<file path="src/rtl/phase_sequence_monitor.sv">
`default_nettype none
// ============================================================================
// Module   : phase_sequence_monitor
// Purpose  : Receiver-side checker for a four-phase one-hot bus. Samples the
//            phases, decodes a 2-bit index, acquires lock after a run of legal
//            advances, counts revolutions while locked and traps illegal
//            codes, out-of-order steps and stalls into a sticky fault.
// Ports    : Phase_Count        - clock, rising edge
//            Clear              - synchronous active-high reset
//            Phase0..Phase3     - phase bus, legal code is exactly one-hot
//            Enable             - monitor enable
//            Err_Ack            - acknowledges and clears a fault
//            Phase_Index [1:0]  - index of last legal sample
//            Valid              - last sample was one-hot
//            Locked             - monitor is in LOCKED
//            Rev_Count [CNT_W]  - completed 3->0 revolutions while locked
//            Rev_Tick           - one-cycle pulse per revolution
//            Err                - monitor is in FAULT
//            Err_Code [1:0]     - 00 none, 01 illegal, 10 out-of-order, 11 stall
// Revision : 1.0 - initial release
// ============================================================================
module phase_sequence_monitor #(
  parameter int HOLD_MAX = 2,
  parameter int LOCK_N   = 2,
  parameter int CNT_W    = 8
) (
  input  logic             Phase_Count,
  input  logic             Clear,
  input  logic             Phase0,
  input  logic             Phase1,
  input  logic             Phase2,
  input  logic             Phase3,
  input  logic             Enable,
  input  logic             Err_Ack,
  output logic [1:0]       Phase_Index,
  output logic             Valid,
  output logic             Locked,
  output logic [CNT_W-1:0] Rev_Count,
  output logic             Rev_Tick,
  output logic             Err,
  output logic [1:0]       Err_Code
);

  // Hold counter must reach HOLD_MAX+1; advance counter must reach LOCK_N.
  localparam int c_HOLD_W = $clog2(HOLD_MAX + 2);
  localparam int c_ADV_W  = $clog2(LOCK_N + 1);

  localparam logic [c_HOLD_W-1:0] c_HOLD_ONE = c_HOLD_W'(1);
  localparam logic [c_HOLD_W-1:0] c_HOLD_MAX = c_HOLD_W'(HOLD_MAX);
  localparam logic [c_HOLD_W-1:0] c_HOLD_SAT = c_HOLD_W'(HOLD_MAX + 1);
  localparam logic [c_ADV_W-1:0]  c_ADV_ONE  = c_ADV_W'(1);
  localparam logic [c_ADV_W-1:0]  c_ADV_LAST = c_ADV_W'(LOCK_N - 1);
  localparam logic [CNT_W-1:0]    c_REV_ONE  = CNT_W'(1);

  localparam logic [1:0] c_CODE_NONE    = 2'b00;
  localparam logic [1:0] c_CODE_ILLEGAL = 2'b01;
  localparam logic [1:0] c_CODE_ORDER   = 2'b10;
  localparam logic [1:0] c_CODE_STALL   = 2'b11;

  typedef enum logic [1:0] {
    ST_HUNT    = 2'd0,
    ST_ACQUIRE = 2'd1,
    ST_LOCKED  = 2'd2,
    ST_FAULT   = 2'd3
  } state_t;

  // --------------------------------------------------------------------------
  // Sample stage. The registered pair (r_valid, r_index) is the sampled
  // word S: r_index keeps its previous value across illegal samples.
  // --------------------------------------------------------------------------
  logic [3:0] w_bus;
  logic       w_bus_legal;
  logic [1:0] w_bus_idx;

  assign w_bus       = {Phase3, Phase2, Phase1, Phase0};
  // Exactly one bit set: non-zero and clearing the lowest set bit leaves zero.
  assign w_bus_legal = (w_bus != 4'd0) && ((w_bus & (w_bus - 4'd1)) == 4'd0);

  always_comb begin
    w_bus_idx = 2'd0;
    case (w_bus)
      4'b0010: w_bus_idx = 2'd1;
      4'b0100: w_bus_idx = 2'd2;
      4'b1000: w_bus_idx = 2'd3;
      default: w_bus_idx = 2'd0;
    endcase
  end

  logic       r_valid;
  logic [1:0] r_index;

  always_ff @(posedge Phase_Count) begin
    if (Clear) begin
      r_valid <= 1'b0;
      r_index <= 2'd0;
    end else begin
      r_valid <= w_bus_legal;
      if (w_bus_legal) begin
        r_index <= w_bus_idx;
      end
    end
  end

  // --------------------------------------------------------------------------
  // Sequence FSM, classifying the registered sample against the last index.
  // --------------------------------------------------------------------------
  state_t              r_state;
  logic [1:0]          r_prev;
  logic [c_HOLD_W-1:0] r_hold;
  logic [c_ADV_W-1:0]  r_adv;
  logic                r_locked;
  logic [CNT_W-1:0]    r_rev_count;
  logic                r_rev_tick;
  logic                r_err;
  logic [1:0]          r_err_code;

  logic [1:0]          w_prev_next;
  logic                w_same;
  logic                w_next;
  logic                w_hold_over;
  logic [c_HOLD_W-1:0] w_hold_inc;

  assign w_prev_next = r_prev + 2'd1;
  assign w_same      = r_valid && (r_index == r_prev);
  assign w_next      = r_valid && (r_index == w_prev_next);
  // One more SAME sample would push the hold count past HOLD_MAX.
  assign w_hold_over = (r_hold >= c_HOLD_MAX);
  assign w_hold_inc  = (r_hold == c_HOLD_SAT) ? r_hold : (r_hold + c_HOLD_ONE);

  always_ff @(posedge Phase_Count) begin
    if (Clear) begin
      r_state     <= ST_HUNT;
      r_prev      <= 2'd0;
      r_hold      <= '0;
      r_adv       <= '0;
      r_locked    <= 1'b0;
      r_rev_count <= '0;
      r_rev_tick  <= 1'b0;
      r_err       <= 1'b0;
      r_err_code  <= c_CODE_NONE;
    end else begin
      r_rev_tick <= 1'b0;
      if (r_state == ST_FAULT) begin
        // The fault is sticky: only an acknowledge leaves it, whatever Enable.
        if (Err_Ack) begin
          r_state    <= ST_HUNT;
          r_err      <= 1'b0;
          r_err_code <= c_CODE_NONE;
        end
      end else if (!Enable) begin
        r_state  <= ST_HUNT;
        r_locked <= 1'b0;
      end else begin
        case (r_state)
          ST_HUNT: begin
            if (r_valid) begin
              r_prev  <= r_index;
              r_hold  <= c_HOLD_ONE;
              r_adv   <= '0;
              r_state <= ST_ACQUIRE;
            end
          end
          ST_ACQUIRE: begin
            if (w_same) begin
              r_hold <= w_hold_inc;
              if (w_hold_over) begin
                r_state <= ST_HUNT;
              end
            end else if (w_next) begin
              r_prev <= r_index;
              r_hold <= c_HOLD_ONE;
              r_adv  <= r_adv + c_ADV_ONE;
              if (r_adv == c_ADV_LAST) begin
                r_state  <= ST_LOCKED;
                r_locked <= 1'b1;
              end
            end else begin
              r_state <= ST_HUNT;
            end
          end
          ST_LOCKED: begin
            if (w_same) begin
              r_hold <= w_hold_inc;
              if (w_hold_over) begin
                r_state    <= ST_FAULT;
                r_locked   <= 1'b0;
                r_err      <= 1'b1;
                r_err_code <= c_CODE_STALL;
              end
            end else if (w_next) begin
              r_prev <= r_index;
              r_hold <= c_HOLD_ONE;
              // A NEXT step landing on phase 0 is the 3->0 wrap.
              if (r_index == 2'd0) begin
                r_rev_count <= r_rev_count + c_REV_ONE;
                r_rev_tick  <= 1'b1;
              end
            end else begin
              r_state    <= ST_FAULT;
              r_locked   <= 1'b0;
              r_err      <= 1'b1;
              r_err_code <= r_valid ? c_CODE_ORDER : c_CODE_ILLEGAL;
            end
          end
          default: begin
            r_state <= ST_HUNT;
          end
        endcase
      end
    end
  end

  assign Phase_Index = r_index;
  assign Valid       = r_valid;
  assign Locked      = r_locked;
  assign Rev_Count   = r_rev_count;
  assign Rev_Tick    = r_rev_tick;
  assign Err         = r_err;
  assign Err_Code    = r_err_code;

endmodule
`default_nettype wire
</file>
<file path="config.mk">
export PLATFORM = sky130hd
export DESIGN_NAME = phase_sequence_monitor
export DESIGN_NICKNAME = d
export VERILOG_FILES = /design/src/rtl/phase_sequence_monitor.sv
export SDC_FILE = /design/constraint.sdc
export NUM_CORES = 1
export LEC_CHECK = 0
export ABC_CLOCK_PERIOD_IN_PS = 2710
export CORE_MARGIN = 3
export CORE_UTILIZATION = 55
export CTS_CLUSTER_SIZE = 40
export DETAILED_ROUTE_END_ITERATION = 8
export PLACE_DENSITY = 0.82
export SETUP_SLACK_MARGIN = 0.5
export SLEW_MARGIN = 15
export SYNTH_ARGS = -nofsm -noshare
export SYNTH_HDL_FRONTEND = slang
export SYNTH_SLANG_ARGS = --single-unit
</file>
<file path="constraint.sdc">
create_clock -name Phase_Count -period 2.71 [get_ports Phase_Count]
set_input_delay 0.271 -clock Phase_Count [delete_from_list [all_inputs] [get_ports Phase_Count]]
set_output_delay 0.271 -clock Phase_Count [all_outputs]
set_load 0.01 [all_outputs]
</file>
== Word level (Yosys, flattened, before mapping) ==
Cells that the tools add are included.

* Add/subtract/negate cells: 5
* Order comparisons: 1
* Equal/unequal tests: 31
* Muxes and demuxes: 47
* Bitwise logic cells: 6
* Reduce and logical (&&, ||, !) cells: 20

{| class="wikitable"
|+ Operator list
! operator !! number
|-
| 2-bit two-way mux || 26
|-
| 6-bit AND reduction || 5
|-
| 1-bit two-way mux || 15
|-
| 5-bit != test (second input constant) || 3
|-
| 3-bit != test (second input constant) || 4
|-
| 4-bit != test (second input constant) || 3
|-
| 2-bit case mux with 2 select lines || 3
|-
| 2-bit case mux with 3 select lines || 2
|-
| 2-bit != test (second input constant) || 5
|-
| 3-bit by 1-bit != test with 1-bit output (second input constant) || 3
|-
| 8-bit by 1-bit adder with 8-bit output (second input constant) || 1
|-
| 2-bit nonzero test || 4
|-
| 7-bit AND reduction || 1
|-
| 2-bit by 1-bit adder with 2-bit output (second input constant) || 3
|-
| 2-bit == test (second input constant) || 3
|-
| 6-bit != test (second input constant) || 1
|-
| 6-bit OR reduction || 1
|-
| 1-bit inverter || 5
|-
| 5-bit AND reduction || 1
|-
| 4-bit bitwise AND || 1
|-
| 2-bit by 1-bit == test with 1-bit output (second input constant) || 2
|-
| 2-bit == test || 2
|-
| 4-bit by 2-bit == test with 1-bit output (second input constant) || 1
|-
| 4-bit by 3-bit == test with 1-bit output (second input constant) || 1
|-
| other kinds (11) || 14
|}

* Register bits: 24
* Input bits: 8
* Output and inout bits: 16

== Longest topological paths before layout ==
* Word-level depth: 8
* Depth in mapped cells: 7

== Worst setup path before layout ==
OpenSTA, ideal clock, no wires.

* Path type: register to register
* Start: reg r_state[0]
* End: reg r_state[0]
* Data arrival time: 1.722 ns
* Required time: 2.594 ns
* Setup slack: 0.871 ns
* Stages on the path, launching flop included: 8
* Cell sequence: dfxtp_1 inv_1 ha_1 or2_2 and4_1 o2111ai_2 a311oi_1 a41o_1

* Longest elaborated chain between the ends: 4
* Elaborated cells between the ends (all ways): 14

{| class="wikitable"
|+ Ends and longest elaborated chain
! what !! RTL line !! RTL
|-
| start: declaration || 107 || <nowiki>state_t r_state;</nowiki>
|-
| start signal: assignment || 132 || <nowiki>r_state <= ST_HUNT;</nowiki>
|-
| start signal: assignment || 146 || <nowiki>r_state <= ST_HUNT;</nowiki>
|-
| start signal: assignment || 151 || <nowiki>r_state <= ST_HUNT;</nowiki>
|-
| 2-bit == test, or another cell as far along || 154 || <nowiki>case (r_state)</nowiki>
|-
| 2-bit case mux with 3 select lines || 154 ||
|-
| 2-bit two-way mux || 150 || <nowiki>end else if (!Enable) begin</nowiki>
|-
| 2-bit two-way mux || 143 || <nowiki>if (r_state == ST_FAULT) begin</nowiki>
|}

Several ways; a longest one is shown, not always the timed one.
A chain may end at the register's enable or synchronous reset.

== Worst setup path in the final report ==
Ends and elaborated chain as after synthesis.

==> results.yml <==
route:
  ant_nets: 0
  vias: 1280
  routedWlPerCell_um: 14.4
  drt-initial-drc-count: 63
  drt_wl_total_um: 3140
  dr.pass1.iters: 4
  avgViaCountPerCell: 5.87
  remaining_drc_errors: 0
clocking:
  cts-buffers-inserted: 3
  cts_buffer_depth: 2
  cts_sinks: 24
  clk_latency_ps: 330
  post_cts_resized: 0
  htreeDepth: 1
  cts_tree: "done"
  cts_root_buf: "clkbuf_4"
  path_clk_slew_ps: 140
  postCtsSetupBuffers: 0
  cts-hold-fix-buffers: 0
grt:
  first_global_vias: 1232
  grt_first_pass_wirelength_um: 5360
  grt_max_degree: 24
  grt_usage_pct: 20.6
  grt_antenna_before_repair: 0
  gr-total-overflow: 0
sta:
  period_share_pct: 76.3
  hold_violations: 0
  grt_setup_unrepaired: "no"
  finClkSkew_ps: 13.2
  holdWs_ps: 484
  fin_crit_ps: 2070
  fmax_mhz: 483
  max_slew_margin_pct: 67.9
  worst_slew_pin_slew_ps: 476
  slew_violations: 0
  tns_ps: 0
  finalSetupViolCount: 0
layout:
  final_util_pct: 70.9
  final_cell_area_um2: 1770
  area_growth_pct: 20.4
  regArea_um2: 480
  multiInputGateArea_um2: 926
  drive_gt1_share_pct: 8.51
  fin_nets: 206
  fill_cells: 198
  diodes: 0
synthesis:
  ys_ff_latch: 24
  synth.area.top_cells: "dfxtp_1 33%, ha_1 7.7%, nor2_1 6.1%, xor2_1 4.2%, mux2i_1 3.4%"
  async_flop_share_pct: 0
  yosys_warnings: 0
  synth_top_area_cell: "dfxtp_1"
  synth.avg_cell_area_um2: 8.81
  syn_inst: 167
  netlist_area_um2: 1470
  synth_top_area_share_pct: 32.7
  synth_ff_type: "dfxtp_1"
  synth_commonest_cells: "24 x dfxtp_1, 24 x nor2_1, 10 x inv_1"
  ys_types: 46
  synth_edf_count: 0
  yosysSeqAreaShare_pct: 32.7
  syn_nets: 184
pwr:
  leakagePower_uw: 0.000677
  vdd_drop_max_v: 0.000480
  pwr_density_cell_nw_per_um2: 420
critical_path:
  regToRegStartpoint: "r_state[0]"
  reg2reg_to: "r_state[0]"
  cp-end-kind: "flip-flop"
  crit_type: "flip-flop to flip-flop"
  crit_end: "r_state[0]"
  arrival_ps: 2310
  rrSetupSlack_ps: 640
  required_ps: 2950
  start_kind: "flip-flop"
  path_max_fanout: 6
  critPathLaunch: "r_state[0]"
  reg2reg_depth: 7
floorplan:
  die_area_um2: 3330
  start_util_pct: 58.9
  die_height_um: 57.7
  die_width_um: 57.7
  rows: 18
  core_area_um2: 2500
  ioPinCount: 24
place:
  hpwl_um: 2300
  place_area_um2: 1720
  gp_congestion: 0.831
  portBuffers: 23
job:
  max_cap_violations: 0
min_path:
  min_from: "Err_Code[0]"
  hold_path.class: "flip-flop to flip-flop"
status:
  status: "completed"
## per-stage QoR
| stage | total power [uW] | worst slack (ps) | std cells |
|---|---|---|---|
| after global placement | 486 | 717 | 214 |
| final | 744 | 642 | 218 |
| after CTS | 753 | 669 | 218 |
| after detailed placement | 490 | 650 | 214 |
| after floorplan | 454 | 871 | 167 |
| after global routing | 780 | 533 | 218 |
## worst max-delay path, cell delays in order (launching register included)
cell	delay, ps
dfxtp_1	380
inv_1	120
ha_1	310
or2_2	320
and4_1	220
o2111ai_2	270
a311oi_1	140
a41o_1	220
## worst min path at each step
stage / to / slack (ps) / cells past startpoint
floorplan: Err / 380 / 1
global placement: Err / 460 / 2
detailed placement: Err_Code[0] / 470 / 2
CTS: Err_Code[0] / 490 / 2
global route: Err_Code[0] / 510 / 2
finish: Err_Code[0] / 480 / 2
## final cells by class
class / count / area share (%)
Sequential cell: 24 / 27.1
Timing Repair Buffer: 24 / 13.4
Clock inverter: 1 / 1.69
Inverter: 10 / 2.12
Multi-Input combinational cell: 126 / 52.3
Clock buffer: 3 / 1.27
Tap cell: 30 / 2.12
## cells by family after synthesis
family | Yosys count | share of synthesized area, %
AO/OA/AOI/OAI | 35 | 18.0
XOR/XNOR | 10 | 7.23
adder cells (fa/ha/maj) | 9 | 7.65
buffers and inverters | 17 | 4.42
flip-flops | 24 | 32.7
multiplexers | 7 | 5.70
AND/OR/NAND/NOR | 65 | 24.3
## power by group
part | total [uW] | internal (uW) | switching (uW)
registers | 374 | 360 | 14.7
logic | 109 | 49.9 | 59.1
clock network | 261 | 150 | 111
total | 744 | 559 | 185
## registers in the layout, indices dropped and copies added (netlist names)
signal / flops
Err: 1
Err_Code: 2
Locked: 1
Phase_Index: 2
Rev_Count: 8
Rev_Tick: 1
Valid: 1
r_adv: 2
r_hold: 2
r_prev: 2
r_state: 2
## routing by layer
metal,track usage (%),wire length (um),vias up
li1,-,-,640
met3,3.12,145,5
met5,0,0,-
met4,11.6,53,0
met1,23.9,1350,601
met2,35.8,1600,34
## layout by cell type (no fill, tap or decap), types with 2 or more instances in the layout
cell             netlist  routed
xor2_1                 7       7
nand3_1                3       3
nand4_1                8       8
and3b_1                2       2
xnor2_1                2       2
o21ai_0                7       7
nor3_1                 4       4
ha_1                   9       9
a21oi_1                8       8
clkdlybuf4s50_1        0      23
dfxtp_1               24      24
nand2b_1               2       2
clkbuf_4               0       3
a21o_1                 3       3
inv_1                 10      10
nor2_1                24      24
nand2_1                8       8
a21oi_2                2       2
and4_1                 2       2
a21boi_0               2       2
and2_1                 2       2
and3_1                 3       3
mux2i_1                5       5
No activity file was read; power rests on OpenSTA's default activity.
